## src/rtl/tomasulo_pkg.sv

```systemverilog
// Shared Tomasulo definitions: default result/tag widths and CDB source encoding.
package tomasulo_pkg;

    localparam int DATA_W_DEF = 8;
    localparam int TAG_W_DEF  = 3;

    typedef enum logic {
        SRC_ADD = 1'b0,
        SRC_MUL = 1'b1
    } src_e;

endpackage

```

## src/rtl/cdb_fifo.sv

```systemverilog
// Per-source result queue; head visible the cycle after push, pointers wrap mod DEPTH.
// Backpressure: full flag derived from count only; caller must not push when full or pop when empty.
module cdb_fifo #(
    parameter int DW    = 11,
    parameter int DEPTH = 2
) (
    input  logic          clk,
    input  logic          rst,
    input  logic          push,
    input  logic [DW-1:0] push_dat,
    input  logic          pop,
    output logic [DW-1:0] head_dat,
    output logic          empty,
    output logic          full
);

    localparam int PW = $clog2(DEPTH);
    localparam int CW = $clog2(DEPTH) + 1;

    logic [DW-1:0] mem_q [DEPTH];
    logic [PW-1:0] wr_ptr_q, wr_ptr_d;
    logic [PW-1:0] rd_ptr_q, rd_ptr_d;
    logic [CW-1:0] cnt_q, cnt_d;

    assign empty    = (cnt_q == '0);
    assign full     = (cnt_q == CW'(DEPTH));
    assign head_dat = mem_q[rd_ptr_q];

    // DEPTH is a power of two, so natural pointer overflow is the modulo wrap.
    always_comb begin
        wr_ptr_d = wr_ptr_q;
        rd_ptr_d = rd_ptr_q;
        cnt_d    = cnt_q;
        if (push) wr_ptr_d = wr_ptr_q + PW'(1);
        if (pop)  rd_ptr_d = rd_ptr_q + PW'(1);
        case ({push, pop})
            2'b10:   cnt_d = cnt_q + CW'(1);
            2'b01:   cnt_d = cnt_q - CW'(1);
            default: cnt_d = cnt_q;
        endcase
    end

    always_ff @(posedge clk or posedge rst) begin
        if (rst) begin
            wr_ptr_q <= '0;
            rd_ptr_q <= '0;
            cnt_q    <= '0;
        end else begin
            wr_ptr_q <= wr_ptr_d;
            rd_ptr_q <= rd_ptr_d;
            cnt_q    <= cnt_d;
        end
    end

    always_ff @(posedge clk) begin
        if (push) mem_q[wr_ptr_q] <= push_dat;
    end

endmodule

```

## src/rtl/cdb_arbiter.sv

```systemverilog
// Round-robin ADD/MUL result arbiter onto a registered CDB; 2 edges accept-to-broadcast, x_ready = !full, CDB never stalls.
// Optional per-source saturating broadcast counters under CDB_STATS_EN.
module cdb_arbiter
    import tomasulo_pkg::*;
#(
    parameter int DATA_W     = DATA_W_DEF,
    parameter int TAG_W      = TAG_W_DEF,
    parameter int FIFO_DEPTH = 2
) (
    input  logic              clk,
    input  logic              rst,
    input  logic              add_valid,
    input  logic [DATA_W-1:0] add_data,
    input  logic [TAG_W-1:0]  add_tag,
    output logic              add_ready,
    input  logic              mul_valid,
    input  logic [DATA_W-1:0] mul_data,
    input  logic [TAG_W-1:0]  mul_tag,
    output logic              mul_ready,
    output logic              cdb_valid,
    output logic [DATA_W-1:0] cdb_data,
    output logic [TAG_W-1:0]  cdb_tag,
    output logic              cdb_src
`ifdef CDB_STATS_EN
    ,
    output logic [7:0]        add_bcast_cnt,
    output logic [7:0]        mul_bcast_cnt
`endif
);

    localparam int EW = DATA_W + TAG_W;

    logic          add_full, add_empty, mul_full, mul_empty;
    logic [EW-1:0] add_head, mul_head;
    logic          gnt_add, gnt_mul;

    src_e              last_q, last_d;
    logic              cdb_valid_q, cdb_valid_d;
    logic [DATA_W-1:0] cdb_data_q, cdb_data_d;
    logic [TAG_W-1:0]  cdb_tag_q, cdb_tag_d;
    src_e              cdb_src_q, cdb_src_d;

    assign add_ready = !add_full;
    assign mul_ready = !mul_full;

    cdb_fifo #(.DW(EW), .DEPTH(FIFO_DEPTH)) u_add_fifo (
        .clk      (clk),
        .rst      (rst),
        .push     (add_valid && add_ready),
        .push_dat ({add_tag, add_data}),
        .pop      (gnt_add),
        .head_dat (add_head),
        .empty    (add_empty),
        .full     (add_full)
    );

    cdb_fifo #(.DW(EW), .DEPTH(FIFO_DEPTH)) u_mul_fifo (
        .clk      (clk),
        .rst      (rst),
        .push     (mul_valid && mul_ready),
        .push_dat ({mul_tag, mul_data}),
        .pop      (gnt_mul),
        .head_dat (mul_head),
        .empty    (mul_empty),
        .full     (mul_full)
    );

    always_comb begin
        gnt_add     = 1'b0;
        gnt_mul     = 1'b0;
        last_d      = last_q;
        cdb_valid_d = 1'b0;
        cdb_data_d  = cdb_data_q;
        cdb_tag_d   = cdb_tag_q;
        cdb_src_d   = cdb_src_q;
        // On a tie the source that lost last time wins.
        if (!add_empty && !mul_empty) begin
            if (last_q == SRC_MUL) gnt_add = 1'b1;
            else                   gnt_mul = 1'b1;
        end else if (!add_empty) begin
            gnt_add = 1'b1;
        end else if (!mul_empty) begin
            gnt_mul = 1'b1;
        end
        if (gnt_add) begin
            last_d                 = SRC_ADD;
            cdb_valid_d            = 1'b1;
            {cdb_tag_d, cdb_data_d} = add_head;
            cdb_src_d              = SRC_ADD;
        end else if (gnt_mul) begin
            last_d                 = SRC_MUL;
            cdb_valid_d            = 1'b1;
            {cdb_tag_d, cdb_data_d} = mul_head;
            cdb_src_d              = SRC_MUL;
        end
    end

    always_ff @(posedge clk or posedge rst) begin
        if (rst) begin
            last_q      <= SRC_MUL;
            cdb_valid_q <= 1'b0;
            cdb_data_q  <= '0;
            cdb_tag_q   <= '0;
            cdb_src_q   <= SRC_ADD;
        end else begin
            last_q      <= last_d;
            cdb_valid_q <= cdb_valid_d;
            cdb_data_q  <= cdb_data_d;
            cdb_tag_q   <= cdb_tag_d;
            cdb_src_q   <= cdb_src_d;
        end
    end

    assign cdb_valid = cdb_valid_q;
    assign cdb_data  = cdb_data_q;
    assign cdb_tag   = cdb_tag_q;
    assign cdb_src   = cdb_src_q;

`ifdef CDB_STATS_EN
    logic [7:0] add_cnt_q, add_cnt_d;
    logic [7:0] mul_cnt_q, mul_cnt_d;

    always_comb begin
        add_cnt_d = add_cnt_q;
        mul_cnt_d = mul_cnt_q;
        if (gnt_add && add_cnt_q != 8'hFF) add_cnt_d = add_cnt_q + 8'd1;
        if (gnt_mul && mul_cnt_q != 8'hFF) mul_cnt_d = mul_cnt_q + 8'd1;
    end

    always_ff @(posedge clk or posedge rst) begin
        if (rst) begin
            add_cnt_q <= '0;
            mul_cnt_q <= '0;
        end else begin
            add_cnt_q <= add_cnt_d;
            mul_cnt_q <= mul_cnt_d;
        end
    end

    assign add_bcast_cnt = add_cnt_q;
    assign mul_bcast_cnt = mul_cnt_q;
`endif

endmodule

```

## config.mk

```make
export PLATFORM = sky130hd
export DESIGN_NAME = cdb_arbiter
export DESIGN_NICKNAME = d
export VERILOG_FILES = /design/src/rtl/tomasulo_pkg.sv /design/src/rtl/cdb_fifo.sv /design/src/rtl/cdb_arbiter.sv
export SDC_FILE = /design/constraint.sdc
export NUM_CORES = 1
export LEC_CHECK = 0
export ABC_AREA = 1
export CAP_MARGIN = 20
export CORE_UTILIZATION = 48
export DETAILED_ROUTE_END_ITERATION = 10
export MAX_ROUTING_LAYER = met4
export PLACE_DENSITY = 0.72
export SYNTH_ARGS = -nofsm -noshare
export SYNTH_HDL_FRONTEND = slang
export SYNTH_SLANG_ARGS = --single-unit
```

## constraint.sdc

```tcl
create_clock -name clk -period 1.9 [get_ports clk]
set_input_delay 0.38 -clock clk [delete_from_list [all_inputs] [get_ports clk]]
set_output_delay 0.38 -clock clk [all_outputs]
set_load 0.03 [all_outputs]
```

==> out/metrics.yaml <==
regToRegSetupSlack_ps: 100
post_route_fraction_of_the_period_consumed_by_the_critical_path_pct: 95.48
worst_skew_pair.late_latency_ps: 330
core-area_sq_mm: 0.005473
cts_buffer_depth: 2
min_period_ps: 1814
final_common_cell: "nand2_1"
start_util_pct: 49.66
pwr_density_cell_mw_per_mm2: 1728
ir_worst_vdd_mv: 1.097
placement_rows: 27
clk_pin_slew_ps: 70
worstSetupPathType: "reg2out"
tritoncts: "yes"
total_leakage_power_nw: 1.413
cp_data_arrival_time_ps: 1430
ys_types: 28
grt.met1_usage_pct: 23.20
grtUsageTotal_pct: 20.08
hold_violations: 0
floorplan.die.height_um: 77.25
use_met3_pct: 5.357
synthTopCellsByArea: "edfxtp_1 49%, dfrtp_1 19%, nand2_1 9.4%"
hold_path_class: "in2async"
place.detailed.hpwl_um: 3491
synthesis.yosys.warnings: 0
setup_tns_ps: 0
rsz0062_at_grt: "false"
worstMarginPinSlew_ps: 607.6
sequential_cell_area_fraction_in_the_yosys_report_pct: 68.92
register_area_sq_mm: 0.001874
worstSetupStartpointType: "flip-flop"
synth_area_leader_cell: "edfxtp_1"
antenna_violations_before_repair: 0
clock-skew-final_ps: 6.487
postSynthNetCount: 268
timing.max_slew.rel_slack_pct: 59.49
combined_area_of_the_multi_input_logic_cells_sq_um: 685.7
groute.layer.met2.usage_pct: 32.74
ant_nets: 0
grt_first_pass_wirelength_um: 8480
ys_ff_latch: 66
wl_per_cell_um: 13.53
busiest_grt_layer: "met2"
finish.net_count: 318
placement.io_buffers: 40
cts_hold_repair.buffers: 0
path_max_fanout: 4
final_cell_mix: "68 x nand2_1, 44 x edfxtp_1, 38 x clkdlybuf4s50_1, 22 x inv_1, 21 x nor2_1"
ioPinCount: 41
num_vias: 1797
crit_required_ps: 1520
cts.root.buffer_cell: "clkbuf_8"
cts.htree.levels: 3
design.die.area_sq_mm: 0.005967
post-route-util_pct: 61.68
report.final.slew_viol_count: 0
cts_inserted_buffers: 9
filler_cell_count: 465
detail_route.vias_per_cell: 4.896
outcome: "complete, no violations"
max_freq_ghz: 0.5512
dr.pass1.iters: 4
chipWidth_um: 77.25
netlist_area_sq_mm: 0.002718
critical_path.slowest_cell: "dfrtp_2"
synthToLayoutAreaGrowth_pct: 24.22
synthesis.instances: 240
grt_start_max_net_pins: 23
path_cells: "inv_2 > or2_4 > dlygate4sd2_1"
antennaDiodeCount: 0
drt_iter0_markers: 68
post_route_cells_drive_above_1_share_pct: 12.54
netlist.area_leader.share_pct: 48.62
synth.avg_cell_area_sq_um: 11.32
clock_sink_count: 66
number_of_global_route_vias_before_repair: 1828
timing.max_cap.violations: 0
report.final.setup_viol: 0
grt_remaining_overflow: 0
globalplace.congestion: 0.7564
wl_um: 4964
cpPeakStageDelay_ps: 430
post-route-drc-count: 0
endpoint_kind: "output pin"
-- cell families (layout without fill, tap and decap cells) --
family,after synthesis,in the layout,synth area share [%]
flip-flops,66,66,68.92
AO/OA/AOI/OAI,29,29,6.768
XOR/XNOR,6,6,1.934
buffers and inverters,35,90,5.846
AND/OR/NAND/NOR,102,102,15.61
adder cells (fa/ha/maj),2,2,0.9207
-- state kept, by name, summed over array words and instances (netlist names) --
register	count
u_mul_fifo.mem_q	22
u_add_fifo.mem_q	22
u_add_fifo.wr_ptr_q	1
u_mul_fifo.rd_ptr_q	1
last_q	1
cdb_valid	1
u_add_fifo.rd_ptr_q	1
u_mul_fifo.wr_ptr_q	1
u_mul_fifo.cnt_q	2
cdb_tag	3
u_add_fifo.cnt_q	2
cdb_data	8
cdb_src	1
-- cell type report --
cell class	instances	share of cell area (%)
timing repair buffer	47	13.34
clock inverter	3	0.4077
sequential	66	55.52
inverter	27	3.039
tap	72	2.669
multi-input combinational	139	20.31
clock buffer	13	4.707
-- power breakdown --
part | leakage, nW | internal [W] | switching, W
sequential | 0.656 | 0.00206 | 0.000292
clock | 0.0908 | 0.000537 | 0.000485
combinational | 0.666 | 0.000928 | 0.00153
-- timing repair --
action                                  in CTS  in global routing
endpoints found under the setup margin       2                  0
resized for setup                            3                  0
buffers inserted                             0                  0
-- cell usage after synthesis --
master,n
a21oi_1,4
a21oi_2,1
buf_2,3
buf_4,2
buf_6,2
clkbuf_1,1
clkinv_2,1
dfrtp_1,21
dfstp_2,1
edfxtp_1,44
ha_1,2
inv_1,22
inv_2,4
nand2_1,68
nand2_2,1
nand2_4,2
nand3_1,6
nand3_2,1
nor2_1,21
nor2_2,2
o211ai_1,8
o21ai_0,1
o21ai_1,13
o21ai_2,1
o21ai_4,1
or2_4,1
xnor2_1,2
xor2_1,4
-- per-layer routing --
layer	part of all wire, %	vias to the layer above	wire, um
met3	3.9	6	192
li1	-	885	-
met4	1.6	0	77
met2	52	45	2572
met1	43	861	2121
met5	0	-	0
-- stage by stage --
step	area [sq um]	setup slack (ps)	power (W)	hold WS [ps]	instances
floorplan	2718	128.8	0.004076	368.5	240
global route	3376	16.51	0.006283	423.9	367
global placement	3204	166.9	0.004767	466.2	351
finish	3376	85.92	0.005833	408.2	367
detailed placement	3204	82.15	0.004877	473.2	351
CTS	3376	53.13	0.005902	406.4	367
-- worst paths after layout --
| path | from | cells past startpoint | end |
|---|---|---|---|
| setup / recovery | u_mul_fifo.cnt_q[1]$_DFFE_PP0P_ | 3 | mul_ready |
| max in group asynchronous | rst | 3 | last_q$_DFFE_PP1P_ |
| hold / removal | rst | 3 | u_add_fifo.cnt_q[1]$_DFFE_PP0P_ |
| min in group clk | cdb_data[6]$_DFFE_PP0P_ | 2 | cdb_data[6]$_DFFE_PP0P_ |
| hold reg to reg | cdb_data[6]$_DFFE_PP0P_ | 2 | cdb_data[6]$_DFFE_PP0P_ |
| setup reg to reg | u_add_fifo.cnt_q[0]$_DFFE_PP0P_ | 8 | u_add_fifo.cnt_q[1]$_DFFE_PP0P_ |
-- worst max-delay path, delay by kind of cell (launching register included) --
| family | cells | cell delay, ps |
|---|---|---|
| flip-flops | 1 | 430 |
| AND/OR/NAND/NOR | 1 | 250 |
| buffers and inverters | 2 | 420 |
Power figures use the tool's default switching activity.
